## src/rtl/mem_arb_defs.sv

```systemverilog
// mem_arb_defs: sequencer state encoding and owner ids shared by the memory bus users
package mem_arb_defs;
  typedef enum logic [1:0] {IDLE, ISSUE, WAIT} state_t;
  localparam logic OWN_CPU = 1'b0;
  localparam logic OWN_DMA = 1'b1;
endpackage

```

## src/rtl/mem_arbiter.sv

```systemverilog
// mem_arbiter: one-access-at-a-time round-robin sharing of a single memory port between CPU and DMA
module mem_arbiter
  import mem_arb_defs::*;
#(
  parameter int ADDR_W    = 32,
  parameter int DATA_W    = 32,
  parameter int MEM_LAT   = 1,
  parameter int MAX_BURST = 4
) (
  input  logic              clk,
  input  logic              reset,
  input  logic              cpu_req,
  input  logic              cpu_we,
  input  logic [ADDR_W-1:0] cpu_addr,
  input  logic [DATA_W-1:0] cpu_wdata,
  input  logic              dma_req,
  input  logic              dma_we,
  input  logic [ADDR_W-1:0] dma_addr,
  input  logic [DATA_W-1:0] dma_wdata,
  input  logic              dma_lock,
  output logic              cpu_gnt,
  output logic              dma_gnt,
  output logic              cpu_rvalid,
  output logic              dma_rvalid,
  output logic [DATA_W-1:0] cpu_rdata,
  output logic [DATA_W-1:0] dma_rdata,
  output logic              mem_en,
  output logic              mem_we,
  output logic [ADDR_W-1:0] mem_addr,
  output logic [DATA_W-1:0] mem_wdata,
  input  logic [DATA_W-1:0] mem_rdata,
  output logic              busy
);
  localparam int BW = $clog2(MAX_BURST + 1);
  localparam int LW = $clog2(MEM_LAT + 1);
  localparam logic [BW-1:0] BURST_MAX = BW'(MAX_BURST);
  localparam logic [LW-1:0] LAT_LOAD  = LW'(MEM_LAT - 1);
  state_t state, state_n;
  logic owner, we_r, last_owner, win, any_req, rd_done;
  logic [ADDR_W-1:0] addr_r;
  logic [DATA_W-1:0] wdata_r;
  logic [LW-1:0] lat_cnt;
  logic [BW-1:0] burst_cnt;
  // A locked DMA keeps the port on ties until it has taken MAX_BURST grants in a row
  function automatic logic arb(input logic c, input logic d, input logic lock,
                               input logic last, input logic [BW-1:0] cnt);
    return !c ? OWN_DMA : !d ? OWN_CPU :
           (lock && last == OWN_DMA && cnt < BURST_MAX) ? OWN_DMA : ~last;
  endfunction
  assign any_req = cpu_req || dma_req;
  assign win     = arb(cpu_req, dma_req, dma_lock, last_owner, burst_cnt);
  assign rd_done = state == WAIT && lat_cnt == '0;
  always_comb begin
    state_n = state == IDLE  ? (any_req ? ISSUE : IDLE) :
              state == ISSUE ? (we_r ? IDLE : WAIT) :
              (state == WAIT && !rd_done) ? WAIT : IDLE;
  end
  always_ff @(posedge clk) begin
    if (reset) begin
      state      <= IDLE;
      owner      <= OWN_CPU;
      we_r       <= 1'b0;
      addr_r     <= '0;
      wdata_r    <= '0;
      lat_cnt    <= '0;
      last_owner <= OWN_DMA;
      burst_cnt  <= '0;
    end else begin
      state <= state_n;
      if (state == IDLE && any_req) begin
        owner      <= win;
        last_owner <= win;
        we_r       <= win ? dma_we : cpu_we;
        addr_r     <= win ? dma_addr : cpu_addr;
        wdata_r    <= win ? dma_wdata : cpu_wdata;
      end
      if (state == IDLE)
        burst_cnt <= (!dma_lock || (any_req && win == OWN_CPU)) ? '0 :
                     (any_req && burst_cnt != BURST_MAX) ? burst_cnt + 1'b1 : burst_cnt;
      if (state == ISSUE) lat_cnt <= LAT_LOAD;
      else if (state == WAIT) lat_cnt <= lat_cnt - 1'b1;
    end
  end
  assign busy       = state != IDLE;
  assign mem_en     = state == ISSUE;
  assign mem_we     = mem_en && we_r;
  assign mem_addr   = addr_r;
  assign mem_wdata  = wdata_r;
  assign cpu_gnt    = mem_en && owner == OWN_CPU;
  assign dma_gnt    = mem_en && owner == OWN_DMA;
  assign cpu_rvalid = rd_done && owner == OWN_CPU;
  assign dma_rvalid = rd_done && owner == OWN_DMA;
  assign cpu_rdata  = mem_rdata;
  assign dma_rdata  = mem_rdata;
endmodule
```

## config.mk

```make
export PLATFORM = sky130hd
export DESIGN_NAME = mem_arbiter
export DESIGN_NICKNAME = d
export VERILOG_FILES = /design/src/rtl/mem_arb_defs.sv /design/src/rtl/mem_arbiter.sv
export SDC_FILE = /design/constraint.sdc
export NUM_CORES = 1
export LEC_CHECK = 0
export CORE_MARGIN = 10
export CORE_UTILIZATION = 36
export CTS_CLUSTER_SIZE = 14
export DETAILED_ROUTE_END_ITERATION = 8
export GPL_TIMING_DRIVEN = 0
export PLACE_DENSITY_LB_ADDON = 0.2
export SLEW_MARGIN = 5
export SYNTH_ARGS = -nofsm -noshare
export SYNTH_HDL_FRONTEND = slang
export SYNTH_SLANG_ARGS = --single-unit
```

## constraint.sdc

```tcl
create_clock -name clk -period 1.6 [get_ports clk]
set_input_delay 0.48 -clock clk [delete_from_list [all_inputs] [get_ports clk]]
set_output_delay 0.48 -clock clk [all_outputs]
set_load 0.005 [all_outputs]
```

==> results of run 1 <==
-- area by class of cell --
cell class | count | share of cell area [%]
clock inverters | 2 | 0.128
plain buffers | 106 | 10.9
repair buffers | 277 | 34.2
multi-input cells | 301 | 29.7
flip-flops and latches | 73 | 18.8
inverters | 7 | 0.367
clock buffers | 14 | 3.62
well taps | 147 | 2.34
-- stage by stage --
step                      hold WS, ns  setup WS (ns)  power (W)  utilization (%)  TNS, ns
after global routing            0.504         -0.153    0.00673             65.3   -0.834
after floorplan                 0.456          0.189    0.00323                -        0
final                           0.483        -0.0993    0.00640             65.3   -0.340
after global placement          0.464         -0.689    0.00439             60.5   -45.87
after CTS                       0.485         -0.137    0.00636             63.5   -0.333
after detailed placement        0.473         -0.749    0.00443             60.5   -50.05
-- cell usage after synthesis, types with 3 or more instances --
master    count  share of area (%)
buf_2        19                2.2
a21oi_1       3               0.34
inv_1         6               0.51
nor4_1       15                2.1
buf_4        67                 11
nor3_2       50                 11
clkbuf_1     14                1.2
dfxtp_1      73                 33
nor3_1       81                9.2
nor4_2       50                 14
buf_12        6                2.7
nor2_1       76                6.5
-- registers in the layout, summed over array words and instances, names as in the netlist --
signal / count
last_owner: 1
lat_cnt: 1
state: 2
burst_cnt: 3
mem_wdata: 32
mem_addr: 32
owner: 1
we_r: 1
-- what timing repair did --
| action | 4_1_cts | 5_1_grt |
|---|---|---|
| endpoints found under the setup margin | 141 | 49 |
| pin swaps | 4 | 5 |
| resized for setup | 130 | 57 |
| setup buffers | 4 | 3 |
| cloned | 2 | 0 |
-- cells by family (layout without fill, tap and decap cells) --
logic type,count (synthesis),in the layout,synth area share [%]
flip-flops,73,73,33.2
buffers and inverters,114,406,18.2
AO/OA/AOI/OAI,11,11,1.99
AND/OR/NAND/NOR,287,287,45.9
XOR/XNOR,1,1,0.199
adder cells (fa/ha/maj),2,2,0.568
-- power breakdown --
group          switching [W]  total [W]  internal [W]
Clock               0.000772    0.00199       0.00121
Combinational        0.00103    0.00226       0.00124
Sequential          0.000110    0.00215       0.00204
Total                0.00191    0.00640       0.00449
-- worst min-delay path: cells and delay by family (launching register included) --
kind | cells | cell delay [ns]
DFF | 1 | 0.32
AOI/OAI and AO/OA | 1 | 0.05
and+or+nand+nor | 1 | 0.06
-- path summary, 6_finish.rpt --
path / start / to / slack (ns) / depth (start not counted)
worst max-delay path: state[0]$_SDFF_PP0_ / mem_we / -0.1 / 5
worst min-delay path: lat_cnt$_SDFFE_PP0N_ / lat_cnt$_SDFFE_PP0N_ / 0.48 / 2
worst max register to register: state[0]$_SDFF_PP0_ / mem_wdata[29]$_SDFFE_PP0P_ / 0.03 / 7
worst min register to register: lat_cnt$_SDFFE_PP0N_ / lat_cnt$_SDFFE_PP0N_ / 0.48 / 2
-- layer usage --
| layer | vias up | GRT usage [%] | wire length [um] |
|---|---|---|---|
| li1 | 2241 | - | - |
| met1 | 2157 | 19.5 | 6340 |
| met2 | 190 | 33.4 | 8890 |
| met3 | 29 | 7.61 | 1720 |
| met4 | 0 | 8.44 | 544 |
| met5 | - | 0 | 0 |
==> impl_metrics.py, run 1 <==
metrics = {
    "run_status": {
        "outcome": "finished with violations",
        "violations": "negative setup slack",
    },
    "clocking": {
        "cts_root_buf": "clkbuf_16",
        "numCtsBuffers": 9,
        "htree_levels": 3,
        "clk_pin_slew_worst_paths_ns": 0.06,
        "cts_hold_buf": 0,
        "cts_tree": "yes",
        "clk_path_buf_depth": 2,
        "clk_latency_ns": 0.34,
        "cts.sinks": 73,
    },
    "synth": {
        "avgSynthCellArea_um2": 9.03,
        "ys_seq_elements": 73,
        "async_reset_ff_share_pct": 0,
        "synth_edf_count": 0,
        "netlist_instances": 488,
        "synth_fp_nets": 657,
        "ys_warn_count": 0,
        "yosysUniqueCellTypes": 34,
        "ys_seq_area_share_pct": 33.2,
        "synthFlopType": "dfxtp_1",
        "mappedNetlistArea_um2": 4400,
    },
    "flow_run": {
        "max_cap_violations": 0,
    },
    "worst_setup_path": {
        "cp_num_buf_inv": 3,
        "path_cells": "buf_4 > nand2b_4 > inv_2 > and2_1 > buf_2",
        "worst_setup_path_end_kind": "output pin",
        "cp.required_ns": 1.12,
        "cp.arrival_ns": 1.22,
        "critPathTopFamily": "flip-flops",
        "critPathMaxFanout": 5,
        "slowest_delay_ns": 0.34,
        "cp_slowest_cell": "dfxtp_4",
        "worstSetupStartpointType": "flip-flop",
        "crit_type": "reg -> out",
    },
    "timing": {
        "period_needed_ns": 1.70,
        "timing.final.crit_share_pct": 106,
        "setup_viol_count_final": 4,
        "slew_viol_final": 0,
        "worstMarginPinSlew_ns": 0.758,
        "rsz0062_at_grt": "yes",
        "worst_slew_margin_rel_pct": 49.5,
        "max_freq_ghz": 0.588,
        "setup_ws_ns": -0.0993,
        "hold_viol": 0,
        "skew_ns": 0.00273,
    },
    "layout": {
        "final_nets": 944,
        "final_area_um2": 7850,
        "area_growth_pct": 78.2,
        "multiInputGateArea_um2": 2330,
        "drive_above_1_share_pct": 35.9,
        "diodes": 0,
        "layout.area.seq_um2": 1470,
        "final_common_cell": "clkdlybuf4s50_1",
        "instances_no_fill": 927,
        "most-common-layout-cells": "clkdlybuf4s50_1 (194), buf_4 (81), nor3_2 (80)",
        "fillCellCount": 986,
    },
    "floorplan": {
        "io_pins": 302,
        "core-area_um2": 12000,
        "die-width_um": 131,
        "start_util_pct": 36.7,
        "die-area_um2": 17100,
        "die_y_um": 131,
        "placementRows": 40,
    },
    "drt": {
        "ant_nets": 0,
        "vias": 4617,
        "firstDrtPassIters": 4,
        "wirelength_um": 17500,
        "drc": 0,
        "drtIter0Drc": 161,
        "via_per_inst": 4.98,
        "post_drt_wl_per_cell_um": 18.9,
    },
    "global_route": {
        "globalRouteTotalUtil_pct": 19.0,
        "grt_pass1_vias": 4922,
        "grt_remaining_overflow": 0,
        "grt_pass1_wl_um": 25600,
        "antenna_found_initial": 0,
        "grt_max_degree": 12,
    },
    "placement": {
        "hpwl_um": 13800,
        "place_congestion": 0.798,
        "portBuffers": 268,
        "place_inst": 903,
        "post_dp_cell_area_um2": 7270,
    },
    "power": {
        "p_leak_nw": 3.19,
        "cellPowerDensity_nw_per_um2": 815,
        "ir_drop_mv": 0.421,
    },
    "worst_hold_path": {
        "hold_class": "reg -> reg",
    },
}
No activity file was read; power rests on OpenSTA's default activity.
==> inputs of run 2 (changes only) <==
--- a/config.mk
+++ b/config.mk
@@ -5,6 +5,7 @@
 export SDC_FILE = /design/constraint.sdc
 export NUM_CORES = 1
 export LEC_CHECK = 0
+export CORE_ASPECT_RATIO = 1.5
 export CORE_MARGIN = 10
 export CORE_UTILIZATION = 36
 export CTS_CLUSTER_SIZE = 14
==> impl_metrics.py, run 2 (synthesized netlist as in run 1, its figures left out) <==
metrics = {
    "drt": {
        "post_drt_wl_per_cell_um": 20.1,
        "drc": 0,
        "ant_nets": 0,
        "via_per_inst": 5.07,
        "vias": 4758,
        "wirelength_um": 18800,
        "drtIter0Drc": 139,
        "firstDrtPassIters": 4,
    },
    "layout": {
        "most-common-layout-cells": "clkdlybuf4s50_1 (194), nor3_2 (90), buf_4 (86)",
        "fillCellCount": 1025,
        "final_common_cell": "clkdlybuf4s50_1",
        "area_growth_pct": 81.9,
        "instances_no_fill": 939,
        "diodes": 0,
        "layout.area.seq_um2": 1470,
        "final_nets": 951,
        "multiInputGateArea_um2": 2410,
        "drive_above_1_share_pct": 37.5,
    },
    "placement": {
        "hpwl_um": 14500,
        "portBuffers": 268,
        "place_inst": 909,
        "place_congestion": 0.811,
    },
    "clocking": {
        "cts_root_buf": "clkbuf_16",
        "cts.sinks": 73,
        "cts_tree": "yes",
        "numCtsBuffers": 9,
        "clk_latency_ns": 0.34,
        "clk_path_buf_depth": 2,
        "clk_pin_slew_worst_paths_ns": 0.05,
        "htree_levels": 3,
    },
    "timing": {
        "period_needed_ns": 1.73,
        "slew_viol_final": 0,
        "timing.final.crit_share_pct": 108,
        "setup_viol_count_final": 3,
        "setup_ws_ns": -0.128,
        "setup_tns_ns": -0.335,
        "skew_ns": 0.00416,
        "hold_viol": 0,
        "rsz0062_at_grt": "yes",
        "worst_slew_margin_rel_pct": 50.7,
        "hold_ws_ns": 0.488,
        "max_freq_ghz": 0.579,
        "worstMarginPinSlew_ns": 0.739,
    },
    "global_route": {
        "grt_pass1_wl_um": 27500,
        "grt_remaining_overflow": 0,
        "antenna_found_initial": 0,
        "grt_max_degree": 11,
        "grt_pass1_vias": 5021,
        "globalRouteTotalUtil_pct": 20.5,
    },
    "worst_hold_path": {
        "hold_class": "reg -> reg",
    },
    "worst_setup_path": {
        "cp.required_ns": 1.12,
        "worstSetupStartpointType": "flip-flop",
        "critPathMaxFanout": 3,
        "cp.arrival_ns": 1.25,
        "worst_setup_path_end_kind": "output pin",
        "crit_type": "reg -> out",
        "r2r_setup_slack_ns": 0.03,
    },
    "flow_run": {
        "max_cap_violations": 0,
    },
    "power": {
        "p_leak_nw": 3.24,
        "ir_drop_mv": 0.534,
        "cellPowerDensity_nw_per_um2": 791,
    },
    "floorplan": {
        "die-width_um": 110,
        "die_y_um": 155,
        "die-area_um2": 17100,
        "start_util_pct": 36.7,
        "io_pins": 302,
        "core-area_um2": 12000,
        "placementRows": 49,
    },
    "run_status": {
        "violations": "negative setup slack",
        "outcome": "finished with violations",
    },
}
[run 2: cell types whose count changed in the layout (fill, tap and decap cells not counted), moves of 3 or more]
cell | previous run | this run
nor3_1 | 50 | 38
nor3_2 | 80 | 90
buf_4 | 81 | 86
clkbuf_1 | 8 | 11
clkbuf_8 | 4 | 1
[run 2: area by class of cell]
type / instances / share of cell area (%)
buffer: 106 / 10.7
clock buffer: 15 / 3.22
inverter: 7 / 0.359
multi-input combinational: 301 / 30.1
sequential: 73 / 18.4
tap: 153 / 2.39
timing repair buffer: 284 / 34.9
[run 2: stage by stage]
step / instance area [um^2] / util (%) / setup WS, ns / total power, W
after global placement: 7280 / 60.6 / -0.727 / 0.00439
after global routing: 8010 / 66.7 / -0.166 / 0.00665
after detailed placement: 7280 / 60.6 / -0.777 / 0.00444
after floorplan: 4400 / - / 0.189 / 0.00323
after CTS: 7740 / 64.4 / -0.153 / 0.00629
final: 8010 / 66.7 / -0.128 / 0.00633
[run 2: repair_timing]
item	in CTS	in global routing
gates cloned	4	0
endpoints found under the setup margin	141	68
hold buffers	0	0
gates resized for setup	135	66
buffers inserted	7	5
pin swaps	6	11
[run 2: power breakdown]
group | switching (W) | internal (W)
logic | 0.00107 | 0.00128
registers | 0.000115 | 0.00204
clock network | 0.000747 | 0.00109
[run 2: worst max-delay path, stage by stage, from the launching register on]
cell and delay, ns:
dfxtp_4 0.36, inv_2 0.06, nand2_2 0.05, or2_4 0.26, nor2_2 0.07, buf_2 0.11
[run 2: path summary, 6_finish.rpt]
| check | startpoint | end | cells past startpoint |
|---|---|---|---|
| min reg2reg | lat_cnt$_SDFFE_PP0N_ | lat_cnt$_SDFFE_PP0N_ | 2 |
| min | lat_cnt$_SDFFE_PP0N_ | lat_cnt$_SDFFE_PP0N_ | 2 |
| max reg2reg | burst_cnt[2]$_SDFFE_PP0P_ | mem_wdata[22]$_SDFFE_PP0P_ | 6 |
| max | state[0]$_SDFF_PP0_ | dma_rvalid | 5 |
[run 2: routing by layer]
layer  global-route usage (%)  vias to the layer above  share of wire [%]
met3                     7.03                       42                 10
met5                        0                        -                  0
li1                         -                     2241                  -
met4                     9.27                        0                4.2
met1                     19.9                     2232                 33
met2                     37.2                      243                 52
==> RTL change: new RTL, config.mk and constraints of run 2 <==
Re-encode `state_t` (3 states) as one-hot, 3 bits wide.
--- a/src/rtl/mem_arb_defs.sv
+++ b/src/rtl/mem_arb_defs.sv
@@ -2,3 +2,3 @@
 package mem_arb_defs;
-  typedef enum logic [1:0] {IDLE, ISSUE, WAIT} state_t;
+  typedef enum logic [2:0] {IDLE = 3'b001, ISSUE = 3'b010, WAIT = 3'b100} state_t;
   localparam logic OWN_CPU = 1'b0;
Behaviour: same outputs for any inputs over 10 cycles, from zero or initial values and one cycle with reset high; not proved beyond that.
==> RTL change against run 2 <==
Highest routed layer unchanged; clock power grew 24%; critical endpoint is now cpu_gnt; setup slack lost 0.13 ns; routed wire length grew 23%; global-route usage grew 2.6 points; clock skew grew 0.0024 ns; sequential cell count grew 1; core utilization grew 1.4 points; count of clock-buffer cells in the layout shrank 3; non-clock buffer count grew 42; the flow still finishes with violations (setup timing); cell area grew 6.2%; power grew 18%; area after synthesis grew 5.0%; critical path type unchanged; largest power group unchanged; sequential power grew 6%.
==> RTL change: results (changes against run 2) <==
----------------------------------------------------
[Timing]
  Accumulated negative setup slack ... -4.193 ns (was -0.3348 ns)
  Number of setup violations in the final report ... 61 (was 3)
  Skew final ... 0.006578 ns (was 0.004164 ns)
  Smallest setup slack after layout ... -0.2542 ns (was -0.1277 ns)

[Logic synthesis]
  Synth top cells by count ... 74 x sky130_fd_sc_hd__buf_4, 74 x sky130_fd_sc_hd__dfxtp_1, 68 x sky130_fd_sc_hd__a21oi_1, 65 x sky130_fd_sc_hd__nand4_1, 65 x sky130_fd_sc_hd__o31ai_1 (was 81 x sky130_fd_sc_hd__nor3_1, 76 x sky130_fd_sc_hd__nor2_1, 73 x sky130_fd_sc_hd__dfxtp_1, 67 x sky130_fd_sc_hd__buf_4)
  Cells after Synth ... 528 (was 488)
  Dominant cells by area after synthesis ... sky130_fd_sc_hd__dfxtp_1 32%, sky130_fd_sc_hd__buf_4 12%, sky130_fd_sc_hd__o31ai_1 11%, sky130_fd_sc_hd__a311oi_1 9.7%, sky130_fd_sc_hd__nand4_1 8.8% (was sky130_fd_sc_hd__dfxtp_1 33%, sky130_fd_sc_hd__nor4_2 14%, sky130_fd_sc_hd__buf_4 11%, sky130_fd_sc_hd__nor3_2 11%, sky130_fd_sc_hd__nor3_1 9.2%)

[Drt]
  Number of detailed-routing iterations run before antenna repair ... 5 (was 4)
  Wirelength, routed ... 23190 um (was 18850 um)

[Placed design]
  Cell count after placement ... 951 (was 909)
  Post-placement worst setup slack ... -0.7531 ns (was -0.7775 ns)
  Placed cell areas ... 7493 um2 (was 7278 um2)

[Pwr]
  Reported clock group power ... 2270 uW (was 1830 uW)
  Power share of the combinational group ... 0.393 (was 0.371)
  Combinational-cell power consumption ... 2950 uW (was 2350 uW)
  Worst voltage drop across the vdd grid ... 0.4332 mV (was 0.5341 mV)
  Internal power consumption ... 5279 uW (was 4401 uW)

[Cells and area]
  Final-stage net count ... 1001 (was 951)

[Worst setup path]
  Minimum setup slack among reg-to-reg paths ... -0.18 ns (was 0.03 ns)
  Reg2reg start ... state[2]$_SDFF_PP0_ (was burst_cnt[2]$_SDFFE_PP0P_)
  Cell class contributing the biggest share of worst-path delay ... flip-flops (was simple AND/OR/NAND/NOR gates)
  Critical-path maximum fanout ... 5 (was 3)
  FF-to-FF End ... burst_cnt[1]$_SDFFE_PP0P_ (was mem_wdata[22]$_SDFFE_PP0P_)

[Outcome]
  Failing checks ... setup timing (unchanged)
  Status ... finished, violations left (unchanged)

----------------------------------------------------
RTL change: what timing repair did:
item                       in CTS  in global routing
resized for setup             124                108
hold endpoints to repair        0                  0
gates cloned                    0                  7
pin swaps                       6                 66
setup buffers                   6                 13
setup endpoints to repair     142                 73
RTL change: cells by family (layout without fill, tap and decap cells):
| family | Yosys count | in the layout | synth area share |
|---|---|---|---|
| compound gates | 214 | 214 | 0.3473 |
| simple gates | 94 | 94 | 0.1288 |
| buf+inv | 144 | 453 | 0.1983 |
| flops | 74 | 74 | 0.3203 |
| fa+ha+maj | 2 | 2 | 0.005409 |
RTL change: layer usage:
metal	GRT usage	wire length (um)	vias to the layer above
met3	0.08964	2280	53
met2	0.4058	12050	362
met5	0	0	-
met1	0.2355	8028	2740
li1	-	-	2656
met4	0.09375	827	0
RTL change: cell type report:
class,instances,area share
inverters,5,0.002794
repair buffers,293,0.3455
plain buffers,139,0.1226
well taps,156,0.02294
multi-input cells,310,0.2905
flip-flops and latches,74,0.1757
clock inverters,4,0.008528
clock buffers,12,0.03132
